## src/rtl/fetch_stage.sv

```systemverilog
// -----------------------------------------------------------------------------
// fetch_stage
//
// Instruction fetch stage feeding the opcode decoder / control unit.
// Holds the program counter, issues reads to a synchronous instruction memory
// (one-cycle read latency) and buffers returned words in an output register
// backed by a one-entry skid buffer. Words are handed to decode in program
// order over a valid/ready handshake. Taken branches from execute redirect the
// PC and flush everything fetched down the old path.
//
// Optional feature (compile-time macro FETCH_HALT_EN):
//   When defined, accepting an instruction whose opcode (top 4 bits) is 4'hF
//   stops fetch in the HALT state and sets the sticky 'halted' flag until
//   reset. When undefined, opcode 4'hF is an ordinary word and 'halted' is 0.
//
// Ports:
//   clk            clock, all state updates on the rising edge
//   rst            synchronous, active-high reset
//   imem_en        read request this cycle
//   imem_addr      read address (the registered PC)
//   imem_rdata     read data, valid the cycle after imem_en
//   instr_valid    instr / instr_pc hold a valid instruction
//   instr_ready    decode accepts this cycle
//   instr          instruction word to decode (opcode = top 4 bits)
//   instr_pc       address of instr
//   branch_taken   single-cycle redirect request from execute
//   branch_pc      address of the taken branch
//   branch_offset  signed offset of the taken branch
//   halted         sticky halt indicator
//
// Handshake: a word transfers to decode in every cycle where instr_valid and
// instr_ready are both high. While instr_valid is high and instr_ready is low,
// instr and instr_pc are held unchanged; instr_valid never drops without a
// transfer except on a branch redirect, a halt, or reset.
//
// The FSM state is held in state_q (type state_e) for observation.
// -----------------------------------------------------------------------------
module fetch_stage #(
  parameter int PC_W    = 8,
  parameter int INSTR_W = 16,
  parameter int OFF_W   = 6
) (
  input  logic               clk,
  input  logic               rst,
  output logic               imem_en,
  output logic [PC_W-1:0]    imem_addr,
  input  logic [INSTR_W-1:0] imem_rdata,
  output logic               instr_valid,
  input  logic               instr_ready,
  output logic [INSTR_W-1:0] instr,
  output logic [PC_W-1:0]    instr_pc,
  input  logic               branch_taken,
  input  logic [PC_W-1:0]    branch_pc,
  input  logic [OFF_W-1:0]   branch_offset,
  output logic               halted
);

  typedef enum logic [1:0] {
    ST_IDLE = 2'd0,
    ST_RUN  = 2'd1,
    ST_HALT = 2'd2
  } state_e;

  state_e state_q, state_d;

  // Program counter: address of the next read to issue.
  logic [PC_W-1:0] pc_q, pc_d;

  // A read was issued last cycle; its data is on imem_rdata this cycle.
  logic            inflight_q, inflight_d;
  logic [PC_W-1:0] inflight_pc_q, inflight_pc_d;

  // Output register (what decode sees).
  logic               out_valid_q, out_valid_d;
  logic [INSTR_W-1:0] out_instr_q, out_instr_d;
  logic [PC_W-1:0]    out_pc_q, out_pc_d;

  // One-entry skid buffer, always younger than the output register.
  logic               skid_valid_q, skid_valid_d;
  logic [INSTR_W-1:0] skid_instr_q, skid_instr_d;
  logic [PC_W-1:0]    skid_pc_q, skid_pc_d;

`ifdef FETCH_HALT_EN
  logic halted_q, halted_d;
  logic halt_accept;
`endif

  // Combinational helpers.
  logic            consume;
  logic            out_free;
  logic [2:0]      need;
  logic [2:0]      limit;
  logic            can_issue;
  logic [PC_W-1:0] off_ext;
  logic [PC_W-1:0] target;

  // ---------------------------------------------------------------------------
  // Next-state / output logic
  // ---------------------------------------------------------------------------
  always_comb begin
    // Defaults: hold everything, no read, no in-flight data next cycle.
    state_d       = state_q;
    pc_d          = pc_q;
    inflight_d    = 1'b0;
    inflight_pc_d = inflight_pc_q;
    out_valid_d   = out_valid_q;
    out_instr_d   = out_instr_q;
    out_pc_d      = out_pc_q;
    skid_valid_d  = skid_valid_q;
    skid_instr_d  = skid_instr_q;
    skid_pc_d     = skid_pc_q;
    imem_en       = 1'b0;
`ifdef FETCH_HALT_EN
    halted_d      = halted_q;
    halt_accept   = 1'b0;
`endif

    // Branch target = branch_pc + 1 + sign_extend(offset), modulo 2^PC_W.
    // Casting the signed offset to PC_W bits sign-extends it.
    off_ext = PC_W'($signed(branch_offset));
    target  = branch_pc + PC_W'(1) + off_ext;

    consume = out_valid_q & instr_ready;
    // The output register can take a new word if it is empty or leaving now.
    out_free = ~out_valid_q | consume;

    // Issue only when the word would still have a slot on return:
    //   occ + inflight - consume < 2, rewritten without subtraction.
    need      = {2'b00, out_valid_q} + {2'b00, skid_valid_q} + {2'b00, inflight_q};
    limit     = 3'd2 + {2'b00, consume};
    can_issue = (need < limit);

    unique case (state_q)
      ST_IDLE: begin
        // One quiet cycle after reset; a redirect here seeds the first read.
        state_d = ST_RUN;
        if (branch_taken) begin
          pc_d = target;
        end
      end

      ST_RUN: begin
`ifdef FETCH_HALT_EN
        // A redirect in the same cycle takes priority over halting.
        halt_accept = consume && (out_instr_q[INSTR_W-1 -: 4] == 4'hF) && !branch_taken;
`endif
        if (branch_taken) begin
          // Flush both buffers; the in-flight read (if any) is dropped because
          // inflight_d stays 0, so its data next cycle is never captured.
          pc_d         = target;
          out_valid_d  = 1'b0;
          skid_valid_d = 1'b0;
        end
`ifdef FETCH_HALT_EN
        else if (halt_accept) begin
          state_d      = ST_HALT;
          out_valid_d  = 1'b0;
          skid_valid_d = 1'b0;
          halted_d     = 1'b1;
        end
`endif
        else begin
          // Route returning data while keeping program order:
          // the skid is older than the returning word, so it drains first.
          if (out_free) begin
            if (skid_valid_q) begin
              out_valid_d  = 1'b1;
              out_instr_d  = skid_instr_q;
              out_pc_d     = skid_pc_q;
              skid_valid_d = inflight_q;
              if (inflight_q) begin
                skid_instr_d = imem_rdata;
                skid_pc_d    = inflight_pc_q;
              end
            end else begin
              out_valid_d = inflight_q;
              if (inflight_q) begin
                out_instr_d = imem_rdata;
                out_pc_d    = inflight_pc_q;
              end
            end
          end else if (inflight_q) begin
            // Output register is stalled; the issue rule guarantees the skid
            // is empty whenever data can arrive here.
            skid_valid_d = 1'b1;
            skid_instr_d = imem_rdata;
            skid_pc_d    = inflight_pc_q;
          end

          if (can_issue) begin
            imem_en       = 1'b1;
            inflight_d    = 1'b1;
            inflight_pc_d = pc_q;
            pc_d          = pc_q + PC_W'(1);
          end
        end
      end

      ST_HALT: begin
        // Terminal until reset: nothing issued, nothing presented, branches
        // ignored.
        out_valid_d  = 1'b0;
        skid_valid_d = 1'b0;
      end

      default: begin
        state_d = ST_IDLE;
      end
    endcase
  end

  // ---------------------------------------------------------------------------
  // State registers
  // ---------------------------------------------------------------------------
  always_ff @(posedge clk) begin
    if (rst) begin
      state_q       <= ST_IDLE;
      pc_q          <= '0;
      inflight_q    <= 1'b0;
      inflight_pc_q <= '0;
      out_valid_q   <= 1'b0;
      out_instr_q   <= '0;
      out_pc_q      <= '0;
      skid_valid_q  <= 1'b0;
      skid_instr_q  <= '0;
      skid_pc_q     <= '0;
    end else begin
      state_q       <= state_d;
      pc_q          <= pc_d;
      inflight_q    <= inflight_d;
      inflight_pc_q <= inflight_pc_d;
      out_valid_q   <= out_valid_d;
      out_instr_q   <= out_instr_d;
      out_pc_q      <= out_pc_d;
      skid_valid_q  <= skid_valid_d;
      skid_instr_q  <= skid_instr_d;
      skid_pc_q     <= skid_pc_d;
    end
  end

`ifdef FETCH_HALT_EN
  always_ff @(posedge clk) begin
    if (rst) begin
      halted_q <= 1'b0;
    end else begin
      halted_q <= halted_d;
    end
  end

  assign halted = halted_q;
`else
  assign halted = 1'b0;
`endif

  // ---------------------------------------------------------------------------
  // Outputs
  // ---------------------------------------------------------------------------
  assign imem_addr   = pc_q;
  assign instr_valid = out_valid_q;
  assign instr       = out_instr_q;
  assign instr_pc    = out_pc_q;

endmodule

```

## config.mk

```make
export PLATFORM = sky130hd
export DESIGN_NAME = fetch_stage
export DESIGN_NICKNAME = d
export VERILOG_FILES = /design/src/rtl/fetch_stage.sv
export SDC_FILE = /design/constraint.sdc
export NUM_CORES = 1
export LEC_CHECK = 0
export CORE_ASPECT_RATIO = 0.7
export CORE_MARGIN = 3
export CORE_UTILIZATION = 45
export DETAILED_ROUTE_END_ITERATION = 10
export PLACE_DENSITY = 0.76
export SETUP_SLACK_MARGIN = 0.05
export SLEW_MARGIN = 15
export SYNTH_ARGS = -nofsm -noshare
export SYNTH_HDL_FRONTEND = slang
export SYNTH_SLANG_ARGS = --single-unit
```

## constraint.sdc

```tcl
create_clock -name clk -period 2.3 [get_ports clk]
set_clock_uncertainty 0.05 [all_clocks]
set_input_delay 0.69 -clock clk [delete_from_list [all_inputs] [get_ports clk]]
set_output_delay 0.69 -clock clk [all_outputs]
set_load 0.01 [all_outputs]
```

==> flow_summary.ini, run 1 <==
[setup_path]
setup.worst_path.start_class = register
timing.critical_path.fanout_max = 2
timing.critical_path.slowest_cell_delay_ns = 0.45
crit-reg2reg-launch = instr_valid
crit-reg2reg-capture = imem_addr[6]
cp.buffers_inverters = 1
worst_ep_required_time_ns = 1.56
critical_path_cell_count = 4
worst-r2r-setup-slack_ns = 0.22
critPathCaptureType = primary output
cp_slowest_cell = fa_1
cp.arrival_ns = 1.67
critPathTopFamily = adder cells
crit_path_cell_trace = fa_1, nand3b_1, a21oi_2, buf_2
critPathKind = reg2out
setup.worst_path.start = instr_valid
worst-r2r-cell-count = 7

[synthesis]
postSynth.asyncResetShare = 0
synth.lib_cells_used.distinct = 44
post_synthesis_mux_area_share = 0.1063
synth_simple_gate_area_share = 0.1602
post_synth_edffs = 0
syn_inst = 354
synth.cell_area_um2 = 3108
synth_top_cells_by_count = dfxtp_1, nand2_1, nor2_1
synth_top_family_by_area = compound AO/OA/AOI/OAI gates
yosys.cell_count.top_type = dfxtp_1
post_synth_xor_area_fraction = 0.01691
synth-compound-area-share = 0.1856
synth.yosys.seq_area_share = 0.4380
synth_fp_nets = 398
post_synth.cell_area_avg_um2 = 8.780
yosys_most_used_dff = dfxtp_1
synth.ff_latch_count = 68
netlist_top_cells_area = dfxtp_1, mux2i_1, a211oi_1
synthesis.yosys.warnings = 0
synthDominantCellAreaShare = 0.4380
synth_top_area_cell = dfxtp_1
synthAdderAreaFrac = 0.04509

[placed_design]
pre_cts_ws_ns = -0.5291
numPortBuffers = 67
gp_congestion = 0.8741
dpl.hpwl_um = 5401
place_area_um2 = 4004

[global_routing]
grt_pass1_vias = 2797
antenna_found_initial = 0
grt_util_all_layers = 0.2116
global_route.overflow_total = 0
grt_max_degree = 50
grt_first_pass_wirelength_um = 13100

[power_and_ir_drop]
p_clk_frac = 0.427
p_per_area_nw_per_um2 = 652.0
leakage_nw = 1.548
cellInternalPower_w = 0.002140
power.combinational.fraction = 0.137
seq_power_share = 0.436
vdd_drop_max_uv = 323.4
swShare = 0.2456
netSwitchingPower_w = 0.0006966

[run_status]
violations = negative setup slack
status = complete, but fails checks

[min_path]
worstHoldPathType = reg2reg
hold_start = skid_pc_q[1]
timing.hold.worst_endpoint = skid_pc_q[1]
worst_hold_path.num_cells = 2

[drt]
routed_via_density = 5.282
routed_wl_um = 8106
drt.antenna.violating_nets = 0
drt_first_pass_iters = 4
drc_errors = 0
routed-via-count = 2831
drt_iter0_markers = 119
wire_per_inst_um = 15.12

[clocking]
clock_path_buffers = 2
clk_latency_ns = 0.36
cts_inserted_buffers = 9
tritoncts = yes
htree_levels = 3
clock_sinks = 68
cts.reportedPaths.clkPinSlew_ns = 0.07
cts-root-buf = clkbuf_8

[sta]
timing_hold_violations_final = 0
post_layout_worst_setup_margin_ns = -0.1135
max_slew_violation_count = 0
final-setup-viol-count = 1
min_period_over_period = 1.049
holdWs_ns = 0.4100
fin_tns_setup_ns = -0.1135
slew_headroom = 0.4964
actual_transition_at_the_worst_max_transition_pin_ns = 0.7553
min_period_ns = 2.413
setup_repair_after_global_routing_missed_its_margin = true
clock.fmax_ghz = 0.4143

[finish]
final_net_count = 484
flow.area_growth_from_synthesis_pct = 39.98
fraction_of_layout_cells_with_a_size_suffix_above_1 = 0.1640
antenna_cells = 0
finish.instance_area_um2 = 4350

[die]
floorplan.io_pins = 69
design.die.area_um2 = 7956
floorplan.initialDensity = 0.4814
core_um2 = 6456
core.rowCount = 24
floorplan.die.height_um = 75.53
chipWidth_um = 105.3

[run]
max_cap_viol_count = 0
routing by layer:
layer	vias to the layer above	share of wire	GRT usage
met5	-	0	0
met4	0	0.022	0.08443
met3	14	0.045	0.07028
met2	54	0.48	0.3503
li1	1418	-	-
met1	1345	0.46	0.2608
power groups by stage:
stage	logic (W)	clock network (W)	registers (W)
floorplan	0.000166	0	0.00127
global placement	0.000346	0	0.00126
detailed placement	0.000356	0	0.00126
CTS	0.000380	0.00122	0.00124
global route	0.000421	0.00128	0.00124
finish	0.000388	0.00121	0.00124
worst register-to-register path, delay by kind of cell, from the launching register on:
kind                       cells  cell delay (ns)
DFF                            1             0.33
adders and majority gates      1             0.45
AOI/OAI and AO/OA              2             0.53
xor gates and xnor gates       1             0.18
buffers and inverters          1             0.19
and+or+nand+nor                2             0.28
kinds of logic after synthesis:
logic type,Yosys count
AOI/OAI and AO/OA,88
xor gates and xnor gates,6
buffers and inverters,29
DFF,68
muxes,33
and+or+nand+nor,119
adders and majority gates,10
other,1
sequential cells by signal, indices dropped and copies added (netlist names), 8 cells and up:
signal	flops
inflight_pc_q	8
imem_addr	8
instr	16
instr_pc	8
skid_instr_q	16
skid_pc_q	8
layout make-up:
| cell class | instances | area (um^2) |
|---|---|---|
| clock buffers | 9 | 123.9 |
| multi-input cells | 257 | 1689 |
| well taps | 91 | 113.9 |
| flip-flops and latches | 68 | 1365 |
| fillers | 537 | 2106 |
| repair buffers | 97 | 909.6 |
| clock inverters | 7 | 122.6 |
| inverters | 7 | 26.28 |
worst max-delay path by stage:
stage,to,slack (ns)
2_1_floorplan,imem_en,0.09
3_3_place_gp,imem_en,-0.48
3_5_place_dp,imem_en,-0.53
4_1_cts,imem_en,-0.1
5_1_grt,imem_en,-0.22
6_report,imem_en,-0.11
timing repair:
| action | in CTS | in global routing |
|---|---|---|
| hold buffers | 0 | 0 |
| pin swaps | 15 | 10 |
| setup buffers | 3 | 1 |
| resized for setup | 25 | 6 |
| setup endpoints to repair | 3 | 9 |
| endpoints found under the hold margin | 0 | 0 |
layout by cell type, fill, tap and decap left out, types with 3 or more instances in the layout:
master and instances:
nor2_1 46, clkbuf_8 9, ha_1 5, nor2b_1 3
dfxtp_2 3, mux2i_1 33, dfxtp_1 65, nand3_1 3
inv_1 4, clkdlybuf4s50_1 58, buf_4 28, bufinv_16 3
nand2_1 54, dlygate4sd2_1 5, xor2_1 3, xnor2_1 3
a21oi_1 35, o21ai_0 6, a211oi_1 26, inv_2 3
stage by stage:
stage,instances,power (W),util
after global routing,536,0.002948,0.6738
after global placement,517,0.001610,0.6202
final,536,0.002836,0.6738
after CTS,536,0.002840,0.6703
after detailed placement,517,0.001621,0.6202
after floorplan,354,0.001437,-
(Power assumes the default switching activity.)
==> inputs of run 2 (changes only) <==
--- a/config.mk
+++ b/config.mk
@@ -5,10 +5,12 @@
 export SDC_FILE = /design/constraint.sdc
 export NUM_CORES = 1
 export LEC_CHECK = 0
+export ABC_AREA = 1
 export CORE_ASPECT_RATIO = 0.7
 export CORE_MARGIN = 3
 export CORE_UTILIZATION = 45
 export DETAILED_ROUTE_END_ITERATION = 10
+export GPL_TIMING_DRIVEN = 0
 export PLACE_DENSITY = 0.76
 export SETUP_SLACK_MARGIN = 0.05
 export SLEW_MARGIN = 15
==> constraint.sdc (replaced) <==
create_clock -name clk -period 2.06 [get_ports clk]
set_clock_uncertainty 0.05 [all_clocks]
set_input_delay 0.618 -clock clk [delete_from_list [all_inputs] [get_ports clk]]
set_output_delay 0.618 -clock clk [all_outputs]
set_load 0.01 [all_outputs]
==> run 2 against run 1 <==
- the run still ends with negative setup slack left
- hold slack got worse by 0.015 ns
- count of clock-buffer cells in the layout rose by 2
- flip-flop and latch count did not move
- critical path depth rose by 1
- first-iteration DRC count rose to 2.6 times the previous value
- utilization fell by 3.7 points
==> flow_summary.ini, run 2 <==
[setup_path]
cp.buffers_inverters = 2
timing.critical_path.fanout_max = 2
cp.arrival_ns = 1.63
worst_ep_required_time_ns = 1.39
critPathKind = reg2out
critPathTopFamily = adder cells
crit_path_cell_trace = fa_1, o21ai_2, nand2_2, inv_2, buf_6
setup.worst_path.start_class = register
timing.critical_path.slowest_cell_delay_ns = 0.48
critPathCaptureType = primary output
cp_slowest_cell = fa_1

[finish]
mostFrequentLayoutCell = o21ai_0
fraction_of_layout_cells_with_a_size_suffix_above_1 = 0.1553
layout_common_cells = o21ai_0, inv_1, nand2_1, a21oi_1, dfxtp_1
finish.utilization = 0.6369
antenna_cells = 0
final_net_count = 582
flow.area_growth_from_synthesis_pct = 34.37

[power_and_ir_drop]
vdd_drop_max_uv = 361.3
p_per_area_nw_per_um2 = 631.7
leakage_nw = 1.901

[synthesis]
postSynth.asyncResetShare = 0
syn_inst = 453
synth.yosys.seq_area_share = 0.4173
netlist_top_cells_area = dfxtp_1, o21ai_0, a21oi_1
yosys_most_used_dff = dfxtp_1
synth.lib_cells_used.distinct = 30
yosys.cell_count.top_type = o21ai_0
synth_fp_nets = 497
synthDominantCellAreaShare = 0.4173
synth.ff_latch_count = 68
synth_top_cells_by_count = o21ai_0, inv_1, dfxtp_1, nand2_1, a21oi_1
synth_top_area_cell = dfxtp_1
synthesis.yosys.warnings = 0
post_synth.cell_area_avg_um2 = 7.201
post_synth_edffs = 0
synth.cell_area_um2 = 3262

[clocking]
cts.reportedPaths.clkPinSlew_ns = 0.07
clk_latency_ns = 0.35
tritoncts = yes
cts-root-buf = clkbuf_8
clock_sinks = 68
cts_hold_buffers = 0
htree_levels = 3
clock_path_buffers = 2
cts_inserted_buffers = 9

[placed_design]
pre_cts_ws_ns = -0.9502
gp_congestion = 0.8595
dpl.hpwl_um = 6541
numPortBuffers = 67

[global_routing]
global_route.overflow_total = 0
grt_util_all_layers = 0.2274
grt_max_degree = 11
antenna_found_initial = 0
grt_first_pass_wirelength_um = 15150
grt_pass1_vias = 3238

[sta]
fin_tns_setup_ns = -0.2362
max_slew_violation_count = 0
min_period_over_period = 1.115
clock.fmax_ghz = 0.4355
setup_repair_after_global_routing_missed_its_margin = true
post_layout_worst_setup_margin_ns = -0.2362
final-setup-viol-count = 1
min_period_ns = 2.296
timing_hold_violations_final = 0

[drt]
routed-via-count = 3268
drc_errors = 0
drt_first_pass_iters = 5
routed_via_density = 5.146
drt_iter0_markers = 307
drt.antenna.violating_nets = 0
routed_wl_um = 9019
wire_per_inst_um = 14.20

[die]
design.die.area_um2 = 8322
core_um2 = 6882
floorplan.initialDensity = 0.4740
chipWidth_um = 107.8
floorplan.io_pins = 69
core.rowCount = 25
floorplan.die.height_um = 77.23

[run_status]
status = complete, but fails checks
violations = negative setup slack

[run]
max_cap_viol_count = 0

[min_path]
worstHoldPathType = reg2reg
-- run 2: power by group --
part / switching [W] / internal, W / leakage, nW
Clock: 0.000477 / 0.000450 / 0.0848
Combinational: 0.000229 / 0.000218 / 1.26
Sequential: 0.0000369 / 0.00136 / 0.556
-- run 2: tightest hold or removal path, stage by stage, from the launching register on --
cell     delay (ns)
dfxtp_1        0.31
inv_1          0.05
a21oi_1        0.05
-- run 2: kinds of logic (layout without fill, tap and decap cells) --
kind of cell	count (synthesis)	after routing	synth area share
AO/OA/AOI/OAI	165	165	0.2643
XOR/XNOR	3	3	0.008057
adder cells (fa/ha/maj)	10	10	0.04296
buffers and inverters	101	189	0.1312
flip-flops	68	68	0.4173
multiplexers	1	1	0.003452
other	1	1	0.001150
AND/OR/NAND/NOR	104	104	0.1316
-- run 2: layer usage --
metal  wire length [um]  share of wire  vias to the layer above  GRT usage
li1                   -              -                     1636          -
met1               4214           0.47                     1518     0.3146
met2               4148           0.46                      101     0.3424
met3                523          0.058                       13    0.06224
met4                133          0.015                        0    0.07440
met5                  0              0                        -          0
-- run 2: area by class of cell --
class                      instances  area, um^2
clock inverter                     3       15.01
sequential                        68        1375
buffer                            25       163.9
clock buffer                      11       141.4
timing repair buffer              74       740.7
inverter                          76       285.3
tap                               94       117.6
fill                             616        2499
multi-input combinational        284        1544
-- run 2: worst paths after layout --
path / start / to / slack (ns) / depth (start not counted)
worst min-delay path: instr[4] / instr[4] / 0.39 / 2
worst max-delay path: skid_valid_q / imem_en / -0.24 / 5
worst max register to register: skid_valid_q / inflight_pc_q[3] / 0.17 / 7
worst min register to register: instr[4] / instr[4] / 0.39 / 2
-- run 2: repair_timing --
| item | in CTS | in global routing |
|---|---|---|
| pin swaps | 9 | 2 |
| setup buffers | 7 | 0 |
| endpoints found under the setup margin | 7 | 51 |
| resized for setup | 26 | 44 |
| endpoints found under the hold margin | 0 | 0 |
-- run 2: per-stage QoR --
stage	cells	hold slack, ns	area (um^2)	total power [W]
after global placement	614	0.3830	4050	0.001815
after detailed placement	614	0.3862	4050	0.001830
after global routing	635	0.4148	4383	0.002897
after CTS	635	0.3959	4289	0.002758
final	635	0.3949	4383	0.002769
after floorplan	453	0.3945	3262	0.001639
